**config.mk**
```make
export PLATFORM = sky130hd
export DESIGN_NAME = readout_iq_accumulator
export DESIGN_NICKNAME = d
export VERILOG_FILES = /design/src/rtl/readout_iq_acc_pkg.sv /design/src/rtl/acc_result_fifo.sv /design/src/rtl/readout_iq_accumulator.sv
export SDC_FILE = /design/constraint.sdc
export NUM_CORES = 1
export LEC_CHECK = 0
export ABC_AREA = 0
export ABC_CLOCK_PERIOD_IN_PS = 4900
export CAP_MARGIN = 10
export CORE_ASPECT_RATIO = 1.25
export CORE_MARGIN = 5
export CORE_UTILIZATION = 50
export CTS_BUF_LIST = sky130_fd_sc_hd__clkbuf_4
export CTS_CLUSTER_DIAMETER = 200
export DETAILED_ROUTE_END_ITERATION = 8
export GPL_ROUTABILITY_DRIVEN = 0
export PLACE_DENSITY = 0.8
export SLEW_MARGIN = 20
export SYNTH_ARGS = -nofsm -noshare
export SYNTH_HDL_FRONTEND = slang
export SYNTH_HIERARCHICAL = 1
export SYNTH_SLANG_ARGS = --single-unit
```
**constraint.sdc**
```tcl
create_clock -name aclk -period 4.9 [get_ports aclk]
set_clock_uncertainty 0.05 [all_clocks]
set_input_delay 0.735 -clock aclk [delete_from_list [all_inputs] [get_ports aclk]]
set_output_delay 0.735 -clock aclk [all_outputs]
set_load 0.005 [all_outputs]
```
**src/rtl/readout_iq_acc_pkg.sv**
```systemverilog
// Shared types, default widths and the sign-extension helper for the
// readout I/Q accumulator.
package readout_iq_acc_pkg;

   typedef enum logic [1:0] {
      IDLE = 2'd0,
      ACC  = 2'd1,
      WR   = 2'd2
   } state_t;

   localparam int B_DEF          = 16;
   localparam int N_ACC_DEF      = 32;
   localparam int LEN_W_DEF      = 16;
   localparam int FIFO_DEPTH_DEF = 4;

   // Sign-extends the low w bits of v to 64 bits; callers narrow the result.
   function automatic logic [63:0] sext(input logic [63:0] v, input int w);
      logic signed [63:0] t;
      t = $signed(v << (64 - w));
      return t >>> (64 - w);
   endfunction

endpackage

```
**src/rtl/acc_result_fifo.sv**
```systemverilog
// Result FIFO with a registered head output; the presented entry stays in
// storage until popped, so DEPTH counts the entry on the output.
module acc_result_fifo #(
   parameter int W     = 64,
   parameter int DEPTH = 4
) (
   input  logic         clk,
   input  logic         rst,
   input  logic         push,
   input  logic         pop,
   input  logic [W-1:0] din,
   output logic [W-1:0] dout,
   output logic         valid,
   output logic         full,
   output logic         empty
);

   localparam int AW = $clog2(DEPTH);

   logic [W-1:0]  mem [DEPTH];
   logic [AW-1:0] wr_ptr;
   logic [AW-1:0] rd_ptr;
   logic [AW-1:0] rd_next;
   logic [AW:0]   count;
   logic [AW:0]   left;
   logic          wr_en;

   assign full    = (count == (AW+1)'(DEPTH));
   assign empty   = (count == '0);
   assign wr_en   = push & (~full | pop);
   assign rd_next = rd_ptr + AW'(pop);
   assign left    = count - (AW+1)'(pop);

   always_ff @(posedge clk) begin
      if (wr_en) mem[wr_ptr] <= din;
   end

   // The head register only sees entries stored before this edge, so a
   // push into an empty FIFO is presented one cycle later.
   always_ff @(posedge clk or posedge rst) begin
      if (rst) begin
         wr_ptr <= '0;
         rd_ptr <= '0;
         count  <= '0;
         valid  <= 1'b0;
         dout   <= '0;
      end else begin
         if (wr_en) wr_ptr <= wr_ptr + AW'(1);
         rd_ptr <= rd_next;
         count  <= count + (AW+1)'(wr_en) - (AW+1)'(pop);
         valid  <= (left != '0);
         dout   <= mem[rd_next];
      end
   end

endmodule

```
**src/rtl/readout_iq_accumulator.sv**
```systemverilog
// Triggered windowed I/Q summation of the decimated readout stream; each
// finished {Q,I} sum pair is queued and streamed out on AXI-Stream.
module readout_iq_accumulator
   import readout_iq_acc_pkg::*;
#(
   parameter int B          = B_DEF,
   parameter int N_ACC      = N_ACC_DEF,
   parameter int LEN_W      = LEN_W_DEF,
   parameter int FIFO_DEPTH = FIFO_DEPTH_DEF
) (
   input  logic               aclk,
   input  logic               areset,
   input  logic [2*B-1:0]     s_axis_tdata,
   input  logic               s_axis_tvalid,
   output logic               s_axis_tready,
   input  logic               trigger,
   input  logic [LEN_W-1:0]   cfg_len,
   input  logic               cfg_we,
   output logic [2*N_ACC-1:0] m_axis_tdata,
   output logic               m_axis_tvalid,
   input  logic               m_axis_tready,
   output logic               busy,
   output logic               overflow,
   output logic               missed
);

   state_t                  state;
   logic [LEN_W-1:0]        len_reg;
   logic [LEN_W-1:0]        shadow;
   logic [LEN_W-1:0]        cnt;
   logic signed [N_ACC-1:0] acc_i;
   logic signed [N_ACC-1:0] acc_q;
   logic                    beat;
   logic                    start;
   logic                    push;
   logic                    pop;
   logic                    fifo_full;
   logic                    fifo_empty;

   assign s_axis_tready = ~areset;
   assign beat          = s_axis_tvalid & ~areset;
   assign start         = (state == IDLE) && trigger && (len_reg != '0);
   assign push          = (state == WR);
   assign pop           = m_axis_tvalid & m_axis_tready & ~fifo_empty;

   // shadow mirrors len_reg except while a write made mid-window is pending,
   // so WR can always reload len_reg from it.
   always_ff @(posedge aclk or posedge areset) begin
      if (areset) begin
         state    <= IDLE;
         cnt      <= '0;
         len_reg  <= '0;
         shadow   <= '0;
         busy     <= 1'b0;
         missed   <= 1'b0;
         overflow <= 1'b0;
      end else begin
         if (cfg_we) shadow <= cfg_len;

         if (trigger && state != IDLE) missed <= 1'b1;
         else if (cfg_we)              missed <= 1'b0;

         if (push && fifo_full && !pop) overflow <= 1'b1;
         else if (cfg_we)               overflow <= 1'b0;

         case (state)
            IDLE: begin
               if (cfg_we && !start) len_reg <= cfg_len;
               if (start) begin
                  state <= ACC;
                  cnt   <= '0;
                  busy  <= 1'b1;
               end
            end
            ACC: begin
               if (beat) begin
                  cnt <= cnt + LEN_W'(1);
                  if (cnt == len_reg - LEN_W'(1)) state <= WR;
               end
            end
            WR: begin
               state   <= IDLE;
               busy    <= 1'b0;
               len_reg <= cfg_we ? cfg_len : shadow;
            end
            default: state <= IDLE;
         endcase
      end
   end

   always_ff @(posedge aclk) begin
      if (start) begin
         acc_i <= '0;
         acc_q <= '0;
      end else if (state == ACC && beat) begin
         acc_i <= acc_i + N_ACC'(sext(64'(s_axis_tdata[B-1:0]), B));
         acc_q <= acc_q + N_ACC'(sext(64'(s_axis_tdata[2*B-1:B]), B));
      end
   end

   acc_result_fifo #(
      .W     (2*N_ACC),
      .DEPTH (FIFO_DEPTH)
   ) u_fifo (
      .clk   (aclk),
      .rst   (areset),
      .push  (push),
      .pop   (pop),
      .din   ({acc_q, acc_i}),
      .dout  (m_axis_tdata),
      .valid (m_axis_tvalid),
      .full  (fifo_full),
      .empty (fifo_empty)
   );

endmodule

```
# After elaboration in Yosys (flattened, before gate mapping)

Memory sizes are Yosys's and may differ from the RTL's. A register that Yosys moved wholly into a read port is not among the register bits.
Cells that the tools add are included.

Register bits: 125
Bits in latches: 0
Memory bits (writable): 256
Bits in read-only memories: 0
Input bits: 54
Logic and storage cells: 78
Memories kept: 1

Memories:

| memory     | words | width | rd ports | clocked after memory_dff | write ports | RTL line              | text |
|---|---|---|---|---|---|---|---|
| u_fifo.mem | 4     | 64    | 1        | 1                        | 1           | acc_result_fifo.sv:20 | `logic [W-1:0] mem [DEPTH];` |

Add/sub/neg operators: 9
$mul: 0
Divide/modulo/power cells: 0
Order comparisons: 0
Equality and inequality tests: 8
Shift-type cells: 0
Mux-type cells: 17
Bitwise logic cells: 8
Reductions and logical operators: 22

Operators with widths:

| kind                                               | count |
|---|---|
| adder 32 bit                                       | 2 |
| 2-to-1 mux 16 bit                                  | 4 |
| one-hot mux 16 bit (2 select lines)                | 2 |
| adder 16 x 1 -> 16 bit, second input constant      | 1 |
| equality test 16 bit                               | 1 |
| nonzero test 16 bit                                | 1 |
| subtractor 16 x 1 -> 16 bit, second input constant | 1 |
| nonzero test 2 bit                                 | 5 |
| logical AND 1 bit                                  | 7 |
| 2-to-1 mux 1 bit                                   | 6 |
| 2-to-1 mux 2 bit                                   | 3 |
| inequality test 2 bit, second input constant       | 3 |
| AND reduction 3 bit                                | 2 |
| subtractor 3 x 1 -> 3 bit                          | 2 |
| AND 1 bit                                          | 4 |
| one-hot mux 2 bit (2 select lines)                 | 1 |
| AND reduction 2 bit                                | 2 |
| adder 3 x 1 -> 3 bit                               | 1 |
| equality test 3 bit, second input constant         | 1 |
| logical NOT 3 bit                                  | 1 |
| inverter 1 bit                                     | 3 |
| nonzero test 3 bit                                 | 1 |
| adder 2 x 1 -> 2 bit                               | 1 |
| adder 2 x 1 -> 2 bit, second input constant        | 1 |
| other kinds (7)                                    | 8 |

# Depth between registers and ports, before layout

Depth after elaboration: 7
Mapped depth: 11

# By module

The synthesis kept the hierarchy.

Modules (own cells, without submodules):

| module                 | instances | cells an instance | area each (um2) | sequential area each (um2) |
|---|---|---|---|---|
| acc_result_fifo        | 1         | 437               | 11418.5         | 9489.1 |
| readout_iq_accumulator | 1         | 973               | 8124.0          | 2607.5 |

# Worst setup path before layout

OpenSTA, ideal clock, no wires.

Kind: input to register
Start: in areset
End: reg cnt[11]
Setup time: 0.132 ns
Arrival time: 3.350 ns
Setup slack: 1.368 ns
Stages: 9
Buffers on the path: 1
Path through: inv_1 nand2_1 or2_2 clkbuf_1 a21oi_1 and4_1 nand3_1 xor2_1 nor2_1

Longest elaborated chain between the ends: 4

RTL lines:

| item                            | RTL line                     | text |
|---|---|---|
| start, declared                 | readout_iq_accumulator.sv:12 | `input logic areset,` |
| inverter 1 bit                  | readout_iq_accumulator.sv:41 | `assign beat = s_axis_tvalid & ~areset;` |
| AND 1 bit                       | readout_iq_accumulator.sv:41 |  |
| inequality test 2 bit (no line) | --                           |  |
| AND reduction 3 bit (no line)   | --                           |  |
| end signal, assigned            | readout_iq_accumulator.sv:77 | `cnt <= cnt + LEN_W'(1);` |
| end, declared                   | readout_iq_accumulator.sv:30 | `logic [LEN_W-1:0] cnt;` |

Every way passes these cells.
A chain may end at the register's enable or synchronous reset.

# Worst setup path after layout

Start: reg acc_i[0]
End: reg acc_i[28]

Longest elaborated chain between the ends: 1

RTL lines:

| item                   | RTL line                     | text |
|---|---|---|
| start, declared        | readout_iq_accumulator.sv:31 | `logic signed [N_ACC-1:0] acc_i;` |
| start signal, assigned | readout_iq_accumulator.sv:96 | `acc_i <= acc_i + N_ACC'(sext(64'(s_axis_tdata[B-1:0]), B));` |
| adder 32 bit           | readout_iq_accumulator.sv:96 |  |

Every way passes these cells.

==> summary.md <==
| Metric | Value |
|---|---|
| Clock Tree Buf Depth | `3` |
| Layout area overhead | `15.6%` |
| Port Buf Inserts | `122` |
| Largest family of logic cells by synthesized area | `compound AO/OA/AOI/OAI gates` |
| CTS Sinks | `445` |
| Met1 Use GR | `22.5%` |
| CP Cell Sequence | `ha_1, inv_1, fa_1, nor2b_1, o2111ai_2, a211oi_1, o311ai_2, o21ai_1, a221o_1, o211ai_1, a32o_1` |
| Worst path slowest cell | `a211oi_1` |
| Worst-path clk slew | `around 0.080 ns` |
| Final Cycle Share | `67.5%` |
| Clk root buf | `clkbuf_4` |
| Placeable Area | `0.0389 sq mm` |
| HPWL Detailed | `26.5 mm` |
| Synth Flop Type | `edfxtp_1` |
| Num rows | `81` |
| Max Cap Violations | `0` |
| Setup-failing EPs final | `0` |
| Worst r2r src | `acc_i[0]` |
| Mapped Cells | `1410` |
| Synth Area in Compound Gates | `9.81%` |
| Most utilized layer in the global route result | `met2` |
| DRT Pass-1 Iters | `5` |
| FFs w/ async S/R, synth | `28.1%` |
| Grt total ovfl | `0` |
| Leakage power | `0.00863 uW` |
| Post_cts resized | `0` |
| Number of synthesized register bits | `445` |
| Reg2Reg Setup Slack | `1.59 ns` |
| Multiplexer share of the synthesized area | `8.78%` |
| Post-synth cell types | `between 80 and 90` |
| Die X | `187 microns` |
| CTS tree | `done` |
| Max VDD drop | `0.000432 V` |
| Die area | `0.0432 sq mm` |
| Htree depth | `3` |
| Worst path top cell family by delay | `compound AO/OA/AOI/OAI gates` |
| FF-to-FF path depth | `11` |
| Syn nets | `~1500` |
| Largest net degree at the start of global routing | `65` |
| Reg with most FFs | `u_fifo/mem` |
| Max stage delay on crit path | `0.47 ns` |
| Routed WL | `around 40 mm` |
| Met3 GRT Util | `under 10%` |
| Critical path startpoint | `acc_i[0]` |
| Initial antenna violation count | `2` |
| Via count | `12300` |
| Adder-Cell Fraction of Synth Area | `4.92%` |
| Worst reg2reg endpoint | `acc_i[28]` |
| Simple-Gate Fraction of Synth Area | `8.82%` |
| TNS Setup | `0 ns` |
| Synth warn | `6` |
| First DRT Iteration DRCs | `802` |
| WP buf/inv | `1` |
| Vias per inst | `about 5.6` |
| Power Dens Cells | `590 mW/mm^2` |
| Post-CTS Setup Inserts | `0` |
| Mapped Area | `~0.020 sq mm` |
| Status | `finished, final reports clean` |
| TritonCTS buffer count | `99` |
| Number of global-route vias before repair | `12900` |
| Syn_area_per_cell | `13.9 sq um` |
| Startpoint Class | `flip-flop` |
| GR Util met2 | `~33%` |
| CP endpoint kind | `flip-flop` |
| I/O pin total | `123` |
| Worst slew pin tran | `1.05 ns` |
| Unrepaired setup endpoints after global routing | `no` |
| First-pass GRT wire length | `65.1 mm` |
| Post-synth EDFFs | `256` |
| Max-slew violations | `0` |
| Worst-path fanout max | `6` |
| Arrival @ worst endpoint | `3.95 ns` |
| Total routing usage reported by global routing | `18.7%` |
| Final hold violation count | `0` |
| Layout cells sized above 1 | `17.1%` |
| Final nets | `approximately 1700` |
| Wirelength per Cell | `18.3 microns` |
| Starting Density | `50.2%` |
| Xor/xnor share of the synthesized area | `3.27%` |
| Seq/Total Area, Yosys | `between 60 and 70%` |
| Post-route ant nets | `0` |
| Maximum operating frequency | `302 MHz` |
| Die height | `231 microns` |
| Final cell count without fillers | `2186` |
| Max reg flops | `~260` |
| Worst Setup Path Type | `reg -> reg` |
| Slew margin rel. | `a little under a third` |
| Top flop regs | `u_fifo/mem x256, u_fifo/dout x64` |
| # hold bufs at CTS | `0` |
| HP Class | `in -> async` |
| Data required time of the worst path | `5.54 ns` |
| Placed cell count | `1994` |
| Min Tclk post-route | `3.31 ns` |
| DRC viols | `0` |
| Later-pin clock latency in the skew report | `between 0.8 and 0.9 ns` |
[kinds of logic after synthesis]
family                     count (synthesis)
buffers and inverters                     83
AOI/OAI and AO/OA                        292
and+or+nand+nor                          353
muxes                                     89
xor gates and xnor gates                  73
DFF                                      445
adders and majority gates                 75
[placed cells by master (no fill, tap or decap), types with 26 or more instances in the layout]
master,n
nand2_1,114
clkinv_1,27
clkdlybuf4s50_1,122
xnor2_1,44
nand3_1,37
mux4_2,64
dfxtp_1,64
dfrtp_1,125
xor2_1,28
nor2_1,76
inv_1,26
a21o_1,31
a21oi_1,85
o21ai_0,57
ha_1,71
clkbuf_4,146
edfxtp_1,256
[cell usage after synthesis, types with 6 or more instances]
library cell | instances | area, sq um
and2_1 | 13 | 81.3
a31oi_1 | 10 | 62.6
inv_1 | 28 | 105
nand4_1 | 13 | 81.3
nor3_1 | 20 | 100
clkbuf_1 | 32 | 120
o21a_1 | 13 | 97.6
o211ai_1 | 11 | 82.6
a21o_1 | 31 | 233
xor2_1 | 29 | 254
dfxtp_1 | 64 | 1280
o21bai_1 | 9 | 67.6
a21oi_1 | 85 | 425
mux2_2 | 16 | 180
or3_1 | 13 | 81.3
nand3_1 | 37 | 185
buf_12 | 6 | 120
nand2b_1 | 11 | 68.8
a221o_1 | 8 | 80.1
ha_1 | 72 | 901
mux2i_1 | 8 | 80.1
and4_1 | 7 | 61.3
dfrtp_1 | 125 | 3130
nand2_1 | 114 | 428
a211oi_1 | 12 | 90.1
buf_2 | 6 | 30.0
o22ai_1 | 9 | 56.3
and3_1 | 15 | 93.8
mux4_2 | 64 | 1440
nor2_1 | 77 | 289
xnor2_1 | 44 | 385
o21ai_0 | 57 | 285
edfxtp_1 | 256 | 7690
[cell type report]
class	count	area, sq um
Antenna cell	4	10.0
Clock buffer	146	1100
Clock inverter	42	236
Fill cell	3057	16300
Inverter	29	110
Multi-Input combinational cell	882	7010
Sequential cell	445	12100
Tap cell	498	623
Timing Repair Buffer	140	1410
[layer usage]
layer | vias to the layer above | wire, microns
met4 | 0 | 1410
met5 | - | 0
met3 | 85 | 1830
met1 | 6049 | 16200
li1 | 5832 | -
met2 | 361 | 20500
[worst max-delay path by stage]
stage | to | slack (ns) | cells past startpoint
finish | acc_i[28] | 1.59 | 11
global route | acc_i[28] | 1.38 | 11
CTS | s_axis_tready | 1.55 | 4
detailed placement | acc_i[28] | 0.92 | 12
global placement | acc_i[28] | 1.02 | 12
floorplan | cnt[11] | 1.37 | 9
[where the power goes]
part,switching [uW],internal (uW),total [uW]
sequential,625,4900,5520
clock,1380,1490,2870
combinational,2390,2540,4920
total,4400,8920,13300
[metrics by stage]
step | hold slack, ns | power, uW | setup WS [ns] | utilization [%] | cell area, sq um
floorplan | 0.412 | 9120 | 1.37 | - | 19500
global placement | 0.426 | 10400 | 1.02 | 54.6 | 21200
detailed placement | 0.438 | 10600 | 0.920 | 54.6 | 21200
CTS | 0.312 | 13500 | 1.55 | 58.0 | 22600
global route | 0.356 | 14200 | 1.38 | 58.1 | 22600
finish | 0.347 | 13300 | 1.59 | 58.1 | 22600
No activity file was read; power rests on OpenSTA's default activity.
